<file path="src/rtl/mem_stage_ctrl_if.sv">
// Data-memory request/acknowledge bus between the MEM pipeline stage and
// the data memory.
//
// Signals
//   mem_req    stage -> mem   request, held high until acknowledged
//   mem_we     stage -> mem   1 = write, 0 = read
//   mem_addr   stage -> mem   access address
//   mem_wdata  stage -> mem   store data
//   mem_ack    mem -> stage   one-cycle completion pulse
//   mem_rdata  mem -> stage   load data, valid while mem_ack is high on a read
//
// Modports
//   master  the pipeline stage issuing accesses
//   slave   the memory answering them
interface mem_stage_ctrl_if #(
  parameter int DATA_W = 16
);
  logic              mem_req;
  logic              mem_we;
  logic [DATA_W-1:0] mem_addr;
  logic [DATA_W-1:0] mem_wdata;
  logic              mem_ack;
  logic [DATA_W-1:0] mem_rdata;

  modport master (
    output mem_req, mem_we, mem_addr, mem_wdata,
    input  mem_ack, mem_rdata
  );

  modport slave (
    input  mem_req, mem_we, mem_addr, mem_wdata,
    output mem_ack, mem_rdata
  );
endinterface

</file>
<file path="src/rtl/mem_stage_ctrl.sv">
// Memory stage of the 5-stage 16-bit pipeline. Sits between the EX/MEM
// register and writeback: runs multi-cycle data-memory accesses over a
// req/ack bus, stalls the front of the pipeline until an access finishes,
// selects the writeback value and holds it in the MEM/WB register.
//
// Ports
//   clk, rst_n          pipeline clock (rising edge), async active-low reset
//   M_*                 EX/MEM register contents (dest, ALU result/address,
//                       store data, PC+2, halt and control bits)
//   memBus (master)     data-memory req/we/addr/wdata out, ack/rdata in
//   stall               combinational: freeze PC, IF/ID, ID/EX, EX/MEM
//   W_*                 MEM/WB register: writeback data, dest, RF write
//                       enable, halt marker
module mem_stage_ctrl #(
  parameter int DATA_W = 16
) (
  input  logic              clk,
  input  logic              rst_n,
  input  logic [3:0]        M_Destination,
  input  logic [DATA_W-1:0] M_ALUout,
  input  logic [DATA_W-1:0] M_WriteData,
  input  logic [DATA_W-1:0] M_Nxt_Pc,
  input  logic              M_hlt,
  input  logic              M_MemtoReg,
  input  logic              M_MemRead,
  input  logic              M_MemWrite,
  input  logic              M_RegWrite,
  input  logic              M_Pcs,
  mem_stage_ctrl_if.master  memBus,
  output logic              stall,
  output logic [DATA_W-1:0] W_WriteBackData,
  output logic [3:0]        W_Destination,
  output logic              W_RegWrite,
  output logic              W_hlt
);

  typedef enum logic {
    IDLE,
    ACCESS
  } state_t;

  state_t            r_state;
  logic              r_memReq;
  logic              r_memWe;
  logic [DATA_W-1:0] r_memAddr;
  logic [DATA_W-1:0] r_memWdata;

  logic [DATA_W-1:0] r_wbData;
  logic [3:0]        r_wbDest;
  logic              r_wbRegWrite;
  logic              r_wbHlt;

  logic              w_acc;
  logic              w_stall;
  logic [DATA_W-1:0] w_wbSel;

  // A memory op is either a load or a store; when decode sets both, the
  // store wins, so the write-enable is simply MemWrite.
  assign w_acc = M_MemRead | M_MemWrite;

  // Stall on the issue cycle and on every waiting cycle; the ack cycle
  // itself is not stalled, so EX/MEM advances on the edge where MEM/WB
  // captures the finished result.
  always_comb begin
    w_stall = 1'b0;
    if (r_state == IDLE) begin
      w_stall = w_acc;
    end else begin
      w_stall = ~memBus.mem_ack;
    end
  end

  // Writeback select. The load result is taken straight from the bus on the
  // ack cycle, which is the only non-stalled cycle of a load, so MEM/WB is
  // the capture register for mem_rdata.
  always_comb begin
    w_wbSel = M_ALUout;
    if (M_Pcs) begin
      w_wbSel = M_Nxt_Pc;
    end else if (M_MemtoReg) begin
      w_wbSel = memBus.mem_rdata;
    end
  end

  // Access FSM with registered bus outputs. The address/data/direction are
  // latched only when leaving IDLE and stay put for the whole access. The
  // async reset drops mem_req immediately, aborting any access in flight.
  always_ff @(posedge clk or negedge rst_n) begin
    if (!rst_n) begin
      r_state    <= IDLE;
      r_memReq   <= 1'b0;
      r_memWe    <= 1'b0;
      r_memAddr  <= '0;
      r_memWdata <= '0;
    end else begin
      case (r_state)
        IDLE: begin
          if (w_acc) begin
            r_state    <= ACCESS;
            r_memReq   <= 1'b1;
            r_memWe    <= M_MemWrite;
            r_memAddr  <= M_ALUout;
            r_memWdata <= M_WriteData;
          end
        end
        ACCESS: begin
          if (memBus.mem_ack) begin
            r_state  <= IDLE;
            r_memReq <= 1'b0;
          end
        end
        default: begin
          r_state  <= IDLE;
          r_memReq <= 1'b0;
        end
      endcase
    end
  end

  // MEM/WB register. A stalled cycle inserts a bubble by clearing the
  // side-effecting bits only; data and destination just hold.
  always_ff @(posedge clk or negedge rst_n) begin
    if (!rst_n) begin
      r_wbData     <= '0;
      r_wbDest     <= '0;
      r_wbRegWrite <= 1'b0;
      r_wbHlt      <= 1'b0;
    end else if (w_stall) begin
      r_wbRegWrite <= 1'b0;
      r_wbHlt      <= 1'b0;
    end else begin
      r_wbData     <= w_wbSel;
      r_wbDest     <= M_Destination;
      r_wbRegWrite <= M_RegWrite;
      r_wbHlt      <= M_hlt;
    end
  end

  assign memBus.mem_req   = r_memReq;
  assign memBus.mem_we    = r_memWe;
  assign memBus.mem_addr  = r_memAddr;
  assign memBus.mem_wdata = r_memWdata;

  assign stall           = w_stall;
  assign W_WriteBackData = r_wbData;
  assign W_Destination   = r_wbDest;
  assign W_RegWrite      = r_wbRegWrite;
  assign W_hlt           = r_wbHlt;

endmodule

</file>
<file path="src/flat_wrapper.sv">
// flat-port wrapper written by rule: the top's interface ports become plain ports
module mem_stage_ctrl_flat 
#(
  parameter int DATA_W = 16
)
  (clk, rst_n, M_Destination, M_ALUout, M_WriteData, M_Nxt_Pc, M_hlt, M_MemtoReg, M_MemRead, M_MemWrite, M_RegWrite, M_Pcs, stall, W_WriteBackData, W_Destination, W_RegWrite, W_hlt, memBus_mem_req, memBus_mem_we, memBus_mem_addr, memBus_mem_wdata, memBus_mem_ack, memBus_mem_rdata);
  mem_stage_ctrl_if #(.DATA_W(DATA_W)) memBus_i ();
  input  logic clk;
  input  logic rst_n;
  input  logic [3:0] M_Destination;
  input  logic [DATA_W-1:0] M_ALUout;
  input  logic [DATA_W-1:0] M_WriteData;
  input  logic [DATA_W-1:0] M_Nxt_Pc;
  input  logic M_hlt;
  input  logic M_MemtoReg;
  input  logic M_MemRead;
  input  logic M_MemWrite;
  input  logic M_RegWrite;
  input  logic M_Pcs;
  output logic stall;
  output logic [DATA_W-1:0] W_WriteBackData;
  output logic [3:0] W_Destination;
  output logic W_RegWrite;
  output logic W_hlt;
  output wire logic [$bits(memBus_i.mem_req)-1:0] memBus_mem_req;
  output wire logic [$bits(memBus_i.mem_we)-1:0] memBus_mem_we;
  output wire logic [$bits(memBus_i.mem_addr)-1:0] memBus_mem_addr;
  output wire logic [$bits(memBus_i.mem_wdata)-1:0] memBus_mem_wdata;
  input wire logic [$bits(memBus_i.mem_ack)-1:0] memBus_mem_ack;
  input wire logic [$bits(memBus_i.mem_rdata)-1:0] memBus_mem_rdata;
  assign memBus_mem_req = memBus_i.mem_req;
  assign memBus_mem_we = memBus_i.mem_we;
  assign memBus_mem_addr = memBus_i.mem_addr;
  assign memBus_mem_wdata = memBus_i.mem_wdata;
  assign memBus_i.mem_ack = memBus_mem_ack;
  assign memBus_i.mem_rdata = memBus_mem_rdata;
  mem_stage_ctrl #(.DATA_W(DATA_W)) u_core (.clk(clk), .rst_n(rst_n), .M_Destination(M_Destination), .M_ALUout(M_ALUout), .M_WriteData(M_WriteData), .M_Nxt_Pc(M_Nxt_Pc), .M_hlt(M_hlt), .M_MemtoReg(M_MemtoReg), .M_MemRead(M_MemRead), .M_MemWrite(M_MemWrite), .M_RegWrite(M_RegWrite), .M_Pcs(M_Pcs), .memBus(memBus_i), .stall(stall), .W_WriteBackData(W_WriteBackData), .W_Destination(W_Destination), .W_RegWrite(W_RegWrite), .W_hlt(W_hlt));
endmodule
</file>
<file path="config.mk">
export PLATFORM = sky130hd
export DESIGN_NAME = mem_stage_ctrl_flat
export DESIGN_NICKNAME = d
export VERILOG_FILES = /design/src/rtl/mem_stage_ctrl_if.sv /design/src/rtl/mem_stage_ctrl.sv /design/src/flat_wrapper.sv
export SDC_FILE = /design/constraint.sdc
export NUM_CORES = 1
export LEC_CHECK = 0
export ABC_AREA = 1
export BUFFER_PORTS_ARGS = -buffer_cell sky130_fd_sc_hd__buf_4
export CORE_MARGIN = 2
export CORE_UTILIZATION = 45
export DETAILED_ROUTE_END_ITERATION = 8
export MAX_ROUTING_LAYER = met4
export PLACE_DENSITY = 0.77
export SLEW_MARGIN = 20
export SYNTH_ARGS = -nofsm -noshare
export SYNTH_HDL_FRONTEND = slang
export SYNTH_SLANG_ARGS = --single-unit
</file>
<file path="constraint.sdc">
create_clock -name clk -period 1.7 [get_ports clk]
set_clock_uncertainty 0.15 [all_clocks]
set_input_delay 0.34 -clock clk [delete_from_list [all_inputs] [get_ports clk]]
set_output_delay 0.34 -clock clk [all_outputs]
set_load 0.03 [all_outputs]
</file>
* After elaboration in Yosys (flattened, before gate mapping)
Index checks and enable logic that the tools add are counted.
** Storage, ports and cells
- Register bits after elaboration :: 57
- Input bits :: 77
- Output and inout bits :: 57
- Word-level logic and storage cells :: 27
** Cells by class
- Equal/unequal tests :: 2
- Mux-type cells :: 11
- Bitwise gates (word level) :: 3
- Reduce and logical (&&, ||, !) cells :: 2
** Operators by type and width (count)
- 16-bit 2-to-1 mux :: 2
- 1-bit 2-to-1 mux :: 7
- 1-bit case mux with 2 select lines :: 2
- 2-bit AND reduction :: 2
- 2-bit by 1-bit != test with 1-bit output (second input constant) :: 1
- 2-bit != test (second input constant) :: 1
- 1-bit inverter :: 2
- 1-bit OR :: 1

* Depth between registers and ports, before layout
- Depth after elaboration :: 3
- Gate-level depth with buffers :: 7
- Gate-level depth less buffers :: 5

* Worst setup path after synthesis
Ideal clock, no wire load.
- Path kind :: register to output
- Start point :: reg u_core.r_state
- End point :: out stall
- Arrival :: 0.928 ns
- Data required time :: 1.210 ns
- Slack :: 0.282 ns
- Stages on the path, launching flop included :: 5
- Path buffers :: 1
- Cell sequence :: dfrtp_1 -> nand2_1 -> inv_1 -> a21oi_2 -> buf_4
** On the way
- Longest elaborated chain between the ends :: 1
** RTL lines
- start: declaration :: RTL line mem_stage_ctrl.sv:42 : state_t r_state;
- start signal: assignment :: RTL line mem_stage_ctrl.sv:90 : r_state <= IDLE;
- start signal: assignment :: RTL line mem_stage_ctrl.sv:99 : r_state <= ACCESS;
- start signal: assignment :: RTL line mem_stage_ctrl.sv:108 : r_state <= IDLE;
- 1-bit 2-to-1 mux :: RTL line mem_stage_ctrl.sv:66 : if (r_state == IDLE) begin
- end: declaration :: RTL line flat_wrapper.sv:20 : output logic stall;
Every way passes these cells.

* Worst setup path after layout
Ends and elaborated chain as after synthesis.

==> summary by stage <==
Synth
The synthesized area is between 2000 and 3000 sq um. The synthesis-stage register bit count is 57. The most frequent cell after synthesis is sky130_fd_sc_hd__nand2_1. Counting flops with a built-in enable in the synthesized netlist gives 0. The mean area per synthesized cell is ~8 sq um.

Yosys attributes the largest share of cell area to sky130_fd_sc_hd__dfrtp_1 57%, sky130_fd_sc_hd__nand2_1 27%, sky130_fd_sc_hd__nand3_1 6.4%. The proportion of netlist area held by the largest area contributor is 0.570. The predominant post-synthesis flop cell is sky130_fd_sc_hd__dfrtp_1. The part of the Yosys area used for sequential elements is 0.570. The post-synthesis cell type count is 14.

In the synthesized netlist the async set-or-reset flop fraction comes to 1.00. The cell type with the highest aggregate area in the netlist is sky130_fd_sc_hd__dfrtp_1. The synthesis warning total is 0. The cell count after synthesis came out at 313. Ranked by instance count, the synthesized netlist is headed by 178 x sky130_fd_sc_hd__nand2_1, 57 x sky130_fd_sc_hd__dfrtp_1, 32 x sky130_fd_sc_hd__nand3_1. Synthesis produced a netlist with a net count of 390.

Setup path
The signal on the critical path passes through nand2_2, inv_2, a21oi_4, buf_6. The maximum single-stage delay on the critical path is between 0.4 and 0.5 ns. STA classifies the critical path endpoint as a primary output. STA classifies the critical path startpoint as a flip-flop.

For the worst setup path, the data arrival time is roughly 1.3 ns. The critical setup path kind is flip-flop to primary output. STA puts the critical path data required time at between 1 and 1.5 ns. Along the worst path, the maximum fanout reaches 3. On the critical path, the stage with the largest delay is an instance of sky130_fd_sc_hd__dfrtp_1.

Finish
The area of the multi-input gates is approximately 990 sq um. Counting the fill cells in the layout gives 451. The total inserted antenna cells is 0. The share of the core filled with cells in the final layout is 0.708. The sequential cells in the finished layout cover a total of ~1400 sq um. The net count of the finished layout is 530. The finished cells cover 3850 sq um.

The ratio of cells with drive above 1 in the final layout is 0.396. The area added between synthesis and finish is 53.9%.

Clock tree
In this run the number of H-tree levels came out at 3. At the later pin of the worst-skew pair, clock insertion delay measures between 0.3 and 0.4 ns. The maximum clock path buffer count is 2. The sink count of the clock tree is 57.

In this run the clock root is driven by a sky130_fd_sc_hd__clkbuf_8. In this run, CTS created clock tree buffers numbering 9. The clock-pin slew on the worst setup and hold paths is around 0.060 ns. TritonCTS built the clock tree.

Route
The first-pass detailed-route iteration total is 4. The number of nets still failing antenna checks after routing is 0. In the routed design, unresolved DRC markers number 0. The first routing iteration left between 150 and 200 violations.

After detailed routing, the total wire length is 7330 um. The detailed-route via count is around 2,500. The ratio of routed vias to standard cells is about 4.8.

The mean routed wirelength per cell is around 14 um.

Power
VDD sags by at most about 600 uV. The leakage power is 2.18 nW. The power density over cell area is between 1000 and 1500 nW/um^2. The completed layout was analyzed and its total power is roughly 4.7 mW.

GRT
The number of global-route vias before repair was roughly 2,400. The number of antenna violations at the first check in global routing is 0. The combined global-route utilization of all metal layers is 0.253.

In the global route stage, met1 resource usage came out at 0.334. The most used routing layer is met2. The wire length of the first global-routing pass is ~11,000 um.

The total congestion overflow after global routing is 0. In the global route stage, met3 resource usage came out at 0.0368. The pin count of the biggest net entering global routing is 36. The met2 track demand over resource is 0.379.

Floorplan
The vertical die dimension is 78.6 um. The core footprint is around 5400 sq um. The number of top-level pins is roughly 130. The initial core utilization is 0.460.

The die extent in x is slightly below 80 um. In this run the core area contains 27 standard-cell rows. The floorplan step defined a die boundary enclosing about 6200 sq um.

Timing
The number of hold-slack violations in the final timing report came to 0. Derived from the worst setup path, the maximum achievable clock frequency is around 0.58 GHz. The total count of max-transition violations in the final report was 0. Setup repair after global routing could not meet its margin everywhere. Setup violations remaining at the end of the flow were counted as 1. The slew at the pin closest to its max-slew limit is 0.495 ns. The worst setup slack after layout is -0.0367 ns. The period utilization is 1.02. In this run the tightest slew margin relative to its limit is 0.670. The time the worst path needs with I/O delays and setup is about 1.7 ns.

Placement
Routability-driven placement finished with a final weighted congestion of ~0.81. The HPWL after detailed placement is around 5200 um. The post-place instance area is approximately 3600 sq um. The post-placement worst setup slack is approximately 0.15 ns. The count of buffers added on input and output ports is ~130.

Run status
The run finished, with violations left. The checks that failed: negative setup slack.

Run
The tool flagged a number of max-cap violations equal to 0.

Min path
The worst hold path belongs to the class input pin to flip-flop.
-- registers in the layout, summed over array words and instances, names as in the netlist --
| register | flops |
|---|---|
| u_core.W_WriteBackData | 16 |
| u_core.memBus.mem_addr | 16 |
| u_core.memBus.mem_wdata | 16 |
| u_core.W_Destination | 4 |
| u_core.W_RegWrite | 1 |
| u_core.W_hlt | 1 |
| u_core.memBus.mem_req | 1 |
| u_core.memBus.mem_we | 1 |
| u_core.r_state | 1 |
-- path summary, 6_finish.rpt --
check,startpoint,end,slack [ns],depth (start not counted)
min in group asynchronous,rst_n,u_core.memBus.mem_addr[0],0.28,2
min reg2reg,u_core.W_Destination[3],u_core.W_Destination[3],0.32,2
max in group asynchronous,rst_n,u_core.memBus.mem_we,0.63,3
min,M_Destination[0],u_core.W_Destination[0],0.04,3
max reg2reg,u_core.r_state,u_core.memBus.mem_wdata[11],0.16,6
max,u_core.r_state,stall,-0.04,4
-- critical path, delay by kind of cell (launching register included) --
kind / cells / cell delay, ns
flip-flops: 1 / 0.43
buffers and inverters: 2 / 0.21
AND/OR/NAND/NOR: 1 / 0.10
AO/OA/AOI/OAI: 1 / 0.16
-- cells by family after synthesis --
| logic type | count (synthesis) | synth area share |
|---|---|---|
| flip-flops | 57 | 0.570 |
| buffers and inverters | 23 | 0.0420 |
| AO/OA/AOI/OAI | 1 | 0.00350 |
| AND/OR/NAND/NOR | 232 | 0.384 |
-- final cells by class --
cell class / instances / share of cell area
flip-flops and latches: 57 / 0.371
clock buffers: 12 / 0.0403
clock inverters: 3 / 0.0104
repair buffers: 144 / 0.292
multi-input cells: 234 / 0.256
well taps: 72 / 0.0234
inverters: 7 / 0.00683
-- power breakdown --
part	internal, mW	switching, mW
sequential	1.62	0.159
clock	0.743	0.522
combinational	0.631	1.01
-- stage by stage --
| stage | hold WS, ns | TNS, ns | instances |
|---|---|---|---|
| 2_1_floorplan | -0.106 | 0 | 313 |
| 3_3_place_gp | 0.107 | 0 | 509 |
| 3_5_place_dp | 0.108 | 0 | 509 |
| 4_1_cts | 0.0372 | -0.0151 | 527 |
| 5_1_grt | 0.0413 | -0.0615 | 529 |
| 6_report | 0.0388 | -0.0367 | 529 |
-- layer usage --
layer,part of all wire,routed length [um]
met5,0,0
met4,0.029,210
met3,0.063,464
met2,0.48,3490
met1,0.43,3160
-- timing repair --
item	4_1_cts	5_1_grt
hold endpoints to repair	22	0
resized for setup	4	0
pin swaps	1	2
hold buffers	1	0
endpoints found under the setup margin	1	34
buffers inserted	2	1
cloned	0	1
-- layout by cell type (no fill, tap or decap), drive strengths merged --
cell           n
nor2           7
dfrtp         57
clkbuf        12
clkinv         2
nand2        178
or2           16
dlygate4sd3    1
bufinv         1
a21oi          1
nand3         32
inv            7
buf          143
Note: power is estimated with default switching activity, not from simulation.
